===== src/rtl/fetch_ctrl_pkg.sv =====
// Shared definitions for the instruction-fetch slice: FSM encoding,
// default widths and the reset value presented on the instruction output.
package fetch_ctrl_pkg;

   localparam int unsigned DEF_PC_W   = 32;
   localparam int unsigned DEF_INST_W = 32;

   localparam logic [DEF_INST_W-1:0] NOP = '0;

   typedef enum logic [1:0] {
      IDLE    = 2'd0,
      RUN     = 2'd1,
      STALLED = 2'd2
   } state_t;

endpackage


===== src/rtl/fetch_queue.sv =====
// Two-entry {pc, inst} FIFO feeding decode. Entry 0 is the head and is held
// in registers, so the head outputs come straight from flops.
module fetch_queue
   import fetch_ctrl_pkg::*;
#(
   parameter int unsigned PC_W   = DEF_PC_W,
   parameter int unsigned INST_W = DEF_INST_W
) (
   input  logic              clk,
   input  logic              rst_n,
   input  logic              push,
   input  logic [PC_W-1:0]   push_pc,
   input  logic [INST_W-1:0] push_inst,
   input  logic              pop,
   input  logic              clear,
   output logic [1:0]        count,
   output logic              head_valid,
   output logic [PC_W-1:0]   head_pc,
   output logic [INST_W-1:0] head_inst
);

   logic [PC_W-1:0]   pc1;
   logic [INST_W-1:0] inst1;
   logic              do_pop;

   assign do_pop     = pop && (count != 2'd0);
   assign head_valid = (count != 2'd0);

   always_ff @(posedge clk or negedge rst_n) begin
      if (!rst_n) begin
         count     <= '0;
         head_pc   <= '0;
         head_inst <= INST_W'(NOP);
         pc1       <= '0;
         inst1     <= '0;
      end else if (clear) begin
         // A pop coinciding with clear is already consumed by decode.
         count <= '0;
      end else if (push && do_pop) begin
         if (count == 2'd1) begin
            head_pc   <= push_pc;
            head_inst <= push_inst;
         end else begin
            head_pc   <= pc1;
            head_inst <= inst1;
            pc1       <= push_pc;
            inst1     <= push_inst;
         end
      end else if (push) begin
         if (count == 2'd0) begin
            head_pc   <= push_pc;
            head_inst <= push_inst;
         end else begin
            pc1   <= push_pc;
            inst1 <= push_inst;
         end
         count <= count + 2'd1;
      end else if (do_pop) begin
         head_pc   <= pc1;
         head_inst <= inst1;
         count     <= count - 2'd1;
      end
   end

   always_ff @(posedge clk) begin
      if (rst_n) begin
         assert (!(push && !do_pop && !clear && count == 2'd2));
      end
   end

endmodule


===== src/rtl/fetch_ctrl.sv =====
// Fetch sequencer: owns the PC, issues reads to a 1-cycle-latency ROM and
// queues returned words for decode, handling stall and branch redirect.
module fetch_ctrl
   import fetch_ctrl_pkg::*;
#(
   parameter int unsigned     PC_W     = DEF_PC_W,
   parameter int unsigned     INST_W   = DEF_INST_W,
   parameter logic [PC_W-1:0] RESET_PC = '0
) (
   input  logic              clk,
   input  logic              rst,
   input  logic              stall_i,
   input  logic              branch_i,
   input  logic [PC_W-1:0]   branch_target_i,
   output logic              rom_ce_o,
   output logic [PC_W-1:0]   rom_addr_o,
   input  logic [INST_W-1:0] rom_data_i,
   output logic              inst_valid_o,
   output logic [INST_W-1:0] inst_o,
   output logic [PC_W-1:0]   inst_pc_o,
   input  logic              inst_ready_i
);

   state_t            state;
   logic [PC_W-1:0]   pc;
   logic [PC_W-1:0]   req_pc;
   logic [PC_W-1:0]   target;
   logic              inflight;
   logic              drop;
   logic [1:0]        count;
   logic              pop;
   logic              push;
   logic              credit;

   assign target     = branch_target_i & ~PC_W'(3);
   assign pop        = inst_valid_o & inst_ready_i;
   assign push       = inflight & ~drop;
   assign rom_addr_o = pc;

   // Count words already owned (queued or returning) net of this cycle's pop.
   assign credit   = (({1'b0, count} + {2'b00, inflight}) - {2'b00, pop}) < 3'd2;
   assign rom_ce_o = (state == RUN) & ~stall_i & ~branch_i & credit;

   always_ff @(posedge clk or negedge rst) begin
      if (!rst) begin
         state    <= IDLE;
         pc       <= RESET_PC;
         req_pc   <= RESET_PC;
         inflight <= 1'b0;
         drop     <= 1'b0;
      end else begin
         case (state)
            IDLE:    state <= RUN;
            RUN:     if (stall_i) state <= STALLED;
            STALLED: if (!stall_i) state <= RUN;
            default: state <= IDLE;
         endcase
         inflight <= rom_ce_o;
         drop     <= branch_i & inflight;
         if (branch_i) begin
            pc <= target;
         end else if (rom_ce_o) begin
            pc     <= pc + PC_W'(4);
            req_pc <= pc;
         end
      end
   end

   fetch_queue #(
      .PC_W   (PC_W),
      .INST_W (INST_W)
   ) u_queue (
      .clk        (clk),
      .rst_n      (rst),
      .push       (push),
      .push_pc    (req_pc),
      .push_inst  (rom_data_i),
      .pop        (pop),
      .clear      (branch_i),
      .count      (count),
      .head_valid (inst_valid_o),
      .head_pc    (inst_pc_o),
      .head_inst  (inst_o)
   );

endmodule

===== config.mk =====
export PLATFORM = sky130hd
export DESIGN_NAME = fetch_ctrl
export DESIGN_NICKNAME = d
export VERILOG_FILES = /design/src/rtl/fetch_ctrl_pkg.sv /design/src/rtl/fetch_queue.sv /design/src/rtl/fetch_ctrl.sv
export SDC_FILE = /design/constraint.sdc
export NUM_CORES = 1
export LEC_CHECK = 0
export CAP_MARGIN = 40
export CORE_ASPECT_RATIO = 1.4
export CORE_MARGIN = 10
export CORE_UTILIZATION = 45
export CTS_CLUSTER_SIZE = 40
export DETAILED_ROUTE_END_ITERATION = 8
export PLACE_DENSITY_LB_ADDON = 0.2
export SETUP_SLACK_MARGIN = 0.1
export SKIP_CTS_REPAIR_TIMING = 1
export SLEW_MARGIN = 20
export SYNTH_ARGS = -nofsm -noshare
export SYNTH_HDL_FRONTEND = slang
export SYNTH_SLANG_ARGS = --single-unit

===== constraint.sdc =====
create_clock -name clk -period 4.8 [get_ports clk]
set_clock_uncertainty 0.1 [all_clocks]
set_input_delay 0.96 -clock clk [delete_from_list [all_inputs] [get_ports clk]]
set_output_delay 0.96 -clock clk [all_outputs]
set_load 0.01 [all_outputs]

After elaboration in Yosys (flattened, before gate mapping). Cells that the tools add are included. W data, S select, Z words.

Bits in registers: 198. Word-level logic and storage cells: 75. Bits of input ports: 69. Output and inout bits: 98.

Magnitude comparators: 1. Bitwise logic cells: 9. Equality and inequality tests: 9. Mux-type cells: 27. Add/subtract/negate cells: 5. Reductions and logical operators: 14.

Operators by type and width (number): $mux W32 (20); $add A32 B3 Y32 const B (1); $mux W2 (6); $ne A2 B2 Y1 const B (4); $and A1 B1 Y1 (6); $pmux W2 S3 (1); $reduce_and A2 Y1 (3); $reduce_bool A2 Y1 (3); $reduce_bool A3 Y1 (2); $eq A2 B1 Y1 const B (2); $logic_not A2 Y1 (2); $reduce_and A4 Y1 (1); $add A2 B1 Y3 (1); $lt A3 B2 Y1 const B (1); $ne A3 B3 Y1 const B (1); $not A1 Y1 (3); $reduce_and A3 Y1 (1); $sub A3 B1 Y3 (1); $add A2 B1 Y2 const B (1); $eq A2 B2 Y1 const B (1); $logic_and A1 B1 Y1 (2); $ne A2 B1 Y1 const B (1); $sub A2 B1 Y2 const B (1).

Longest topological paths before layout.
Depth after elaboration: 7. Mapped depth: 14. Gate-level depth less buffers: 13.

Cells and area by module. A second synthesis with hierarchy kept.

Cells, all modules: 880. Area, all modules: 8838.5 µm².

Modules (own cells, without submodules): fetch_queue (area an instance 5517.8 µm², cells each 506, seq. area each 3253.1 µm², times used 1); fetch_ctrl (area an instance 3320.7 µm², cells each 374, seq. area each 1601.5 µm², times used 1).

Worst setup path after synthesis. OpenSTA, ideal clock, no wires.

Path type: input to output. Start point: input inst_ready_i. End point: output rom_ce_o. Cell stages on the path: 9. Required time: 3.740 ns. Path slack: 0.767 ns. Path buffers: 1. Arrival time: 2.973 ns. Cell sequence: nand2_1 -> inv_1 -> ha_1 -> nand2b_1 -> fa_1 -> nand4bb_4 -> or2_2 -> nor2_1 -> buf_2.

Longest elaborated chain between the ends: 4.

Ends and longest elaborated chain: from (decl) (line fetch_ctrl.sv:21) `input logic inst_ready_i`; $and A1 B1 Y1 (line fetch_ctrl.sv:36) `assign pop = inst_valid_o & inst_ready_i;`; $sub A3 B1 Y3 (line fetch_ctrl.sv:41) `assign credit = (({1'b0, count} + {2'b00, inflight}) - {2'b00, pop}) < 3'd2;`; $lt A3 B2 Y1 (line fetch_ctrl.sv:41); $and A1 B1 Y1 (line fetch_ctrl.sv:42) `assign rom_ce_o = (state == RUN) & ~stall_i & ~branch_i & credit;`; to (decl) (line fetch_ctrl.sv:15) `output logic rom_ce_o,`.

Every way passes these cells.

Worst setup path after layout. Same ends and word-level chain as after synthesis.

==> flow_summary.yaml <==
routing:
  drt-total-wl_mm: 19.8
  vias: 5644
  dr.pass1.iters: 4
  wl_per_cell_um: 18.1
  drc_errors: 0
  first_iter_violations: 296
  ant_nets: 0
  viasPerCell: 5.15
yosys:
  synth_seq_area_share_pct: 57.1
  synth-seq-cells: 190
  synth-edff-count: 0
  syn-cell-area_um2: 8320
  syn_inst: 689
  synth_cell_type_count: 41
  synth_area_leaders: "dfrtp_1, mux2_2, mux2i_1"
  synthArstFlopShare_pct: 100
  netlist.area_leader.share_pct: 57.1
  yosysTopAreaCell: "dfrtp_1"
  syn_avg_cell_area_um2: 12.1
  synth_ff_type: "dfrtp_1"
  ys.warnings.count: 0
final_layout:
  final_cells: 1096
  stdcell_area_um2: 10900
  layout-drive-gt1-share_pct: 18.6
  fin_nets: 917
  fillCellCount: 1484
  multi_input_area_um2: 3360
  antenna_cells: 0
  final_util_pct: 60.2
  area_delta_synth_final_pct: 30.7
  regArea_um2: 4750
grt:
  grt_start_max_net_pins: 89
  use_met1_pct: 19.5
  grt.total_usage_pct: 16.7
  grt.met2_usage_pct: 28.9
  grt_pass1_vias: 6129
  grt_pass1_wl_mm: 32.7
  antenna_found_initial: 0
  grt_util_met3_pct: 4.30
  gr-total-overflow: 0
  grt_most_used_layer: "met2"
setup_path:
  reg2reg_depth: 14
  worstSetupEndpointType: "output pin"
  rrSetupSlack_ps: 1150
  worstPathMaxFanout: 2
  critPathKind: "in2out"
  reg2reg_to: "rom_addr_o[31]$_DFFE_PN0P_"
  start_kind: "input pin"
  r2r-start: "u_queue.count[1]$_DFFE_PN0P_"
  crit_arrival_ps: 3270
  crit_required_ps: 3740
pwr:
  p_per_area_nw_per_um2: 593
  ir_drop_mv: 0.255
  leakage_nw: 5.04
  totalPowerFinal_mw: 6.45
timing:
  tns_ps: 0
  relSlewSlack_pct: 57.7
  worst_slew_pin_slew_ps: 635
  rsz0062_at_grt: "false"
  finalSetupViolCount: 0
  final_max_slew_viol_count: 0
  holdWs_ps: 408
  finalCritPeriodShare_pct: 90.3
  worst_slack_ps: 466
  hold_viol_final: 0
  max_freq_mhz: 231
  min_period_ps: 4330
worst_hold_path:
  min_to: "u_queue.pc1[26]$_DFFE_PN0P_"
  hp-start: "u_queue.pc1[26]$_DFFE_PN0P_"
  min_path_cells: 1
  hold_class: "reg2reg"
outcome:
  status: "complete, no violations"
placement:
  place_area_um2: 10200
  gp_congestion: 0.807
  dp.cells: 1063
  port_buffers: 160
  hpwl_mm: 14.0
  pre_cts_slack_ps: 71.0
floorplanning:
  die_h_um: 181
  fp.dieW_um: 135
  ioPinCount: 167
  fp.dieArea_um2: 24400
  fp-row-count: 58
  initial_core_util_pct: 46.1
  core_area_um2: 18100
clock_network:
  htree_levels: 4
  clk_path_buf_depth: 2
  cts_tree: "yes"
  clockRootBuffer: "clkbuf_16"
  worstSkewPairLatency_ps: 430
  clk_pin_slew_ps: 60
  cts_buffers: 17
  cts.sinks: 190
run:
  max_cap_viol_count: 0
[worst max path at each step]
stage	from	endpoint	slack, ps
3_3_place_gp	inst_ready_i	rom_ce_o	90
4_1_cts	inst_ready_i	rom_ce_o	70
5_1_grt	inst_ready_i	rom_ce_o	360
3_5_place_dp	inst_ready_i	rom_ce_o	70
6_report	inst_ready_i	rom_ce_o	470
2_1_floorplan	inst_ready_i	rom_ce_o	770
[state kept, by name, indices dropped and copies added, names as in the netlist, 2 cells and up]
register,cells
u_queue.inst1,32
u_queue.head_pc,30
u_queue.head_inst,32
u_queue.count,2
req_pc,30
rom_addr_o,30
u_queue.pc1,30
state,2
[per-layer routing]
layer / share of wire [%] / vias to the layer above / wire length (um)
met5: 0 / - / 0
met4: 1.3 / 0 / 263
met3: 5.6 / 19 / 1110
met2: 52 / 122 / 10300
met1: 41 / 2798 / 8150
li1: - / 2705 / -
[final cells by class]
| type | count | area share (%) |
|---|---|---|
| Multi-Input combinational cell | 451 | 30.9 |
| Clock buffer | 19 | 4.07 |
| Timing Repair Buffer | 178 | 16.7 |
| Clock inverter | 13 | 1.71 |
| Sequential cell | 190 | 43.7 |
| Inverter | 5 | 0.172 |
| Tap cell | 240 | 2.76 |
[synthesized netlist by cell type, types with 2 or more instances]
master	instances
xor2_1	19
nor3_1	3
ha_1	4
inv_1	5
and3_1	5
nor2b_1	3
nand2b_1	2
mux2_2	97
nand2_1	34
a211oi_1	2
nand4b_1	2
mux2i_1	63
nand3_1	14
or4_1	2
a21oi_1	64
o21ai_0	24
a22oi_1	2
buf_4	4
and4_1	3
nand4_1	11
xnor2_1	12
dfrtp_1	190
clkbuf_1	19
nor2_1	70
buf_2	19
[worst max-delay path, stage by stage]
cell and delay [ps]:
clkdlybuf4s50_1 480, nand2_1 90, inv_1 70, ha_1 210, nand2b_1 150, fa_1 530
nand4bb_4 110, or2_2 340, nor2_4 140, dlymetal6s2s_1 190
[layout by cell type, fill, tap and decap left out, types with 11 or more instances in the layout]
master / count
nor2_1: 69
clkdlybuf4s50_1: 157
xnor2_1: 12
clkbuf_16: 17
dfrtp_1: 190
nand3_1: 14
mux2_2: 97
mux2i_1: 63
nand4_1: 11
o21ai_0: 23
nand2_1: 34
xor2_1: 19
a21oi_1: 64
buf_4: 13
[logic make-up (layout without fill, tap and decap cells)]
logic type               after synthesis  count (layout)  share of synthesized area, %
AO/OA/AOI/OAI                         95              95                          5.98
XOR/XNOR                              31              31                          3.26
adder cells (fa/ha/maj)                5               5                         0.842
buffers and inverters                 51             215                          3.01
flip-flops                           190             190                          57.1
multiplexers                         160             160                          20.7
other                                  1               4                        0.0451
AND/OR/NAND/NOR                      156             156                          9.04
[where the power goes]
part | internal (mW) | switching, mW
Clock | 0.890 | 0.611
Combinational | 1.29 | 1.01
Sequential | 2.24 | 0.403
Power figures use the tool's default switching activity.
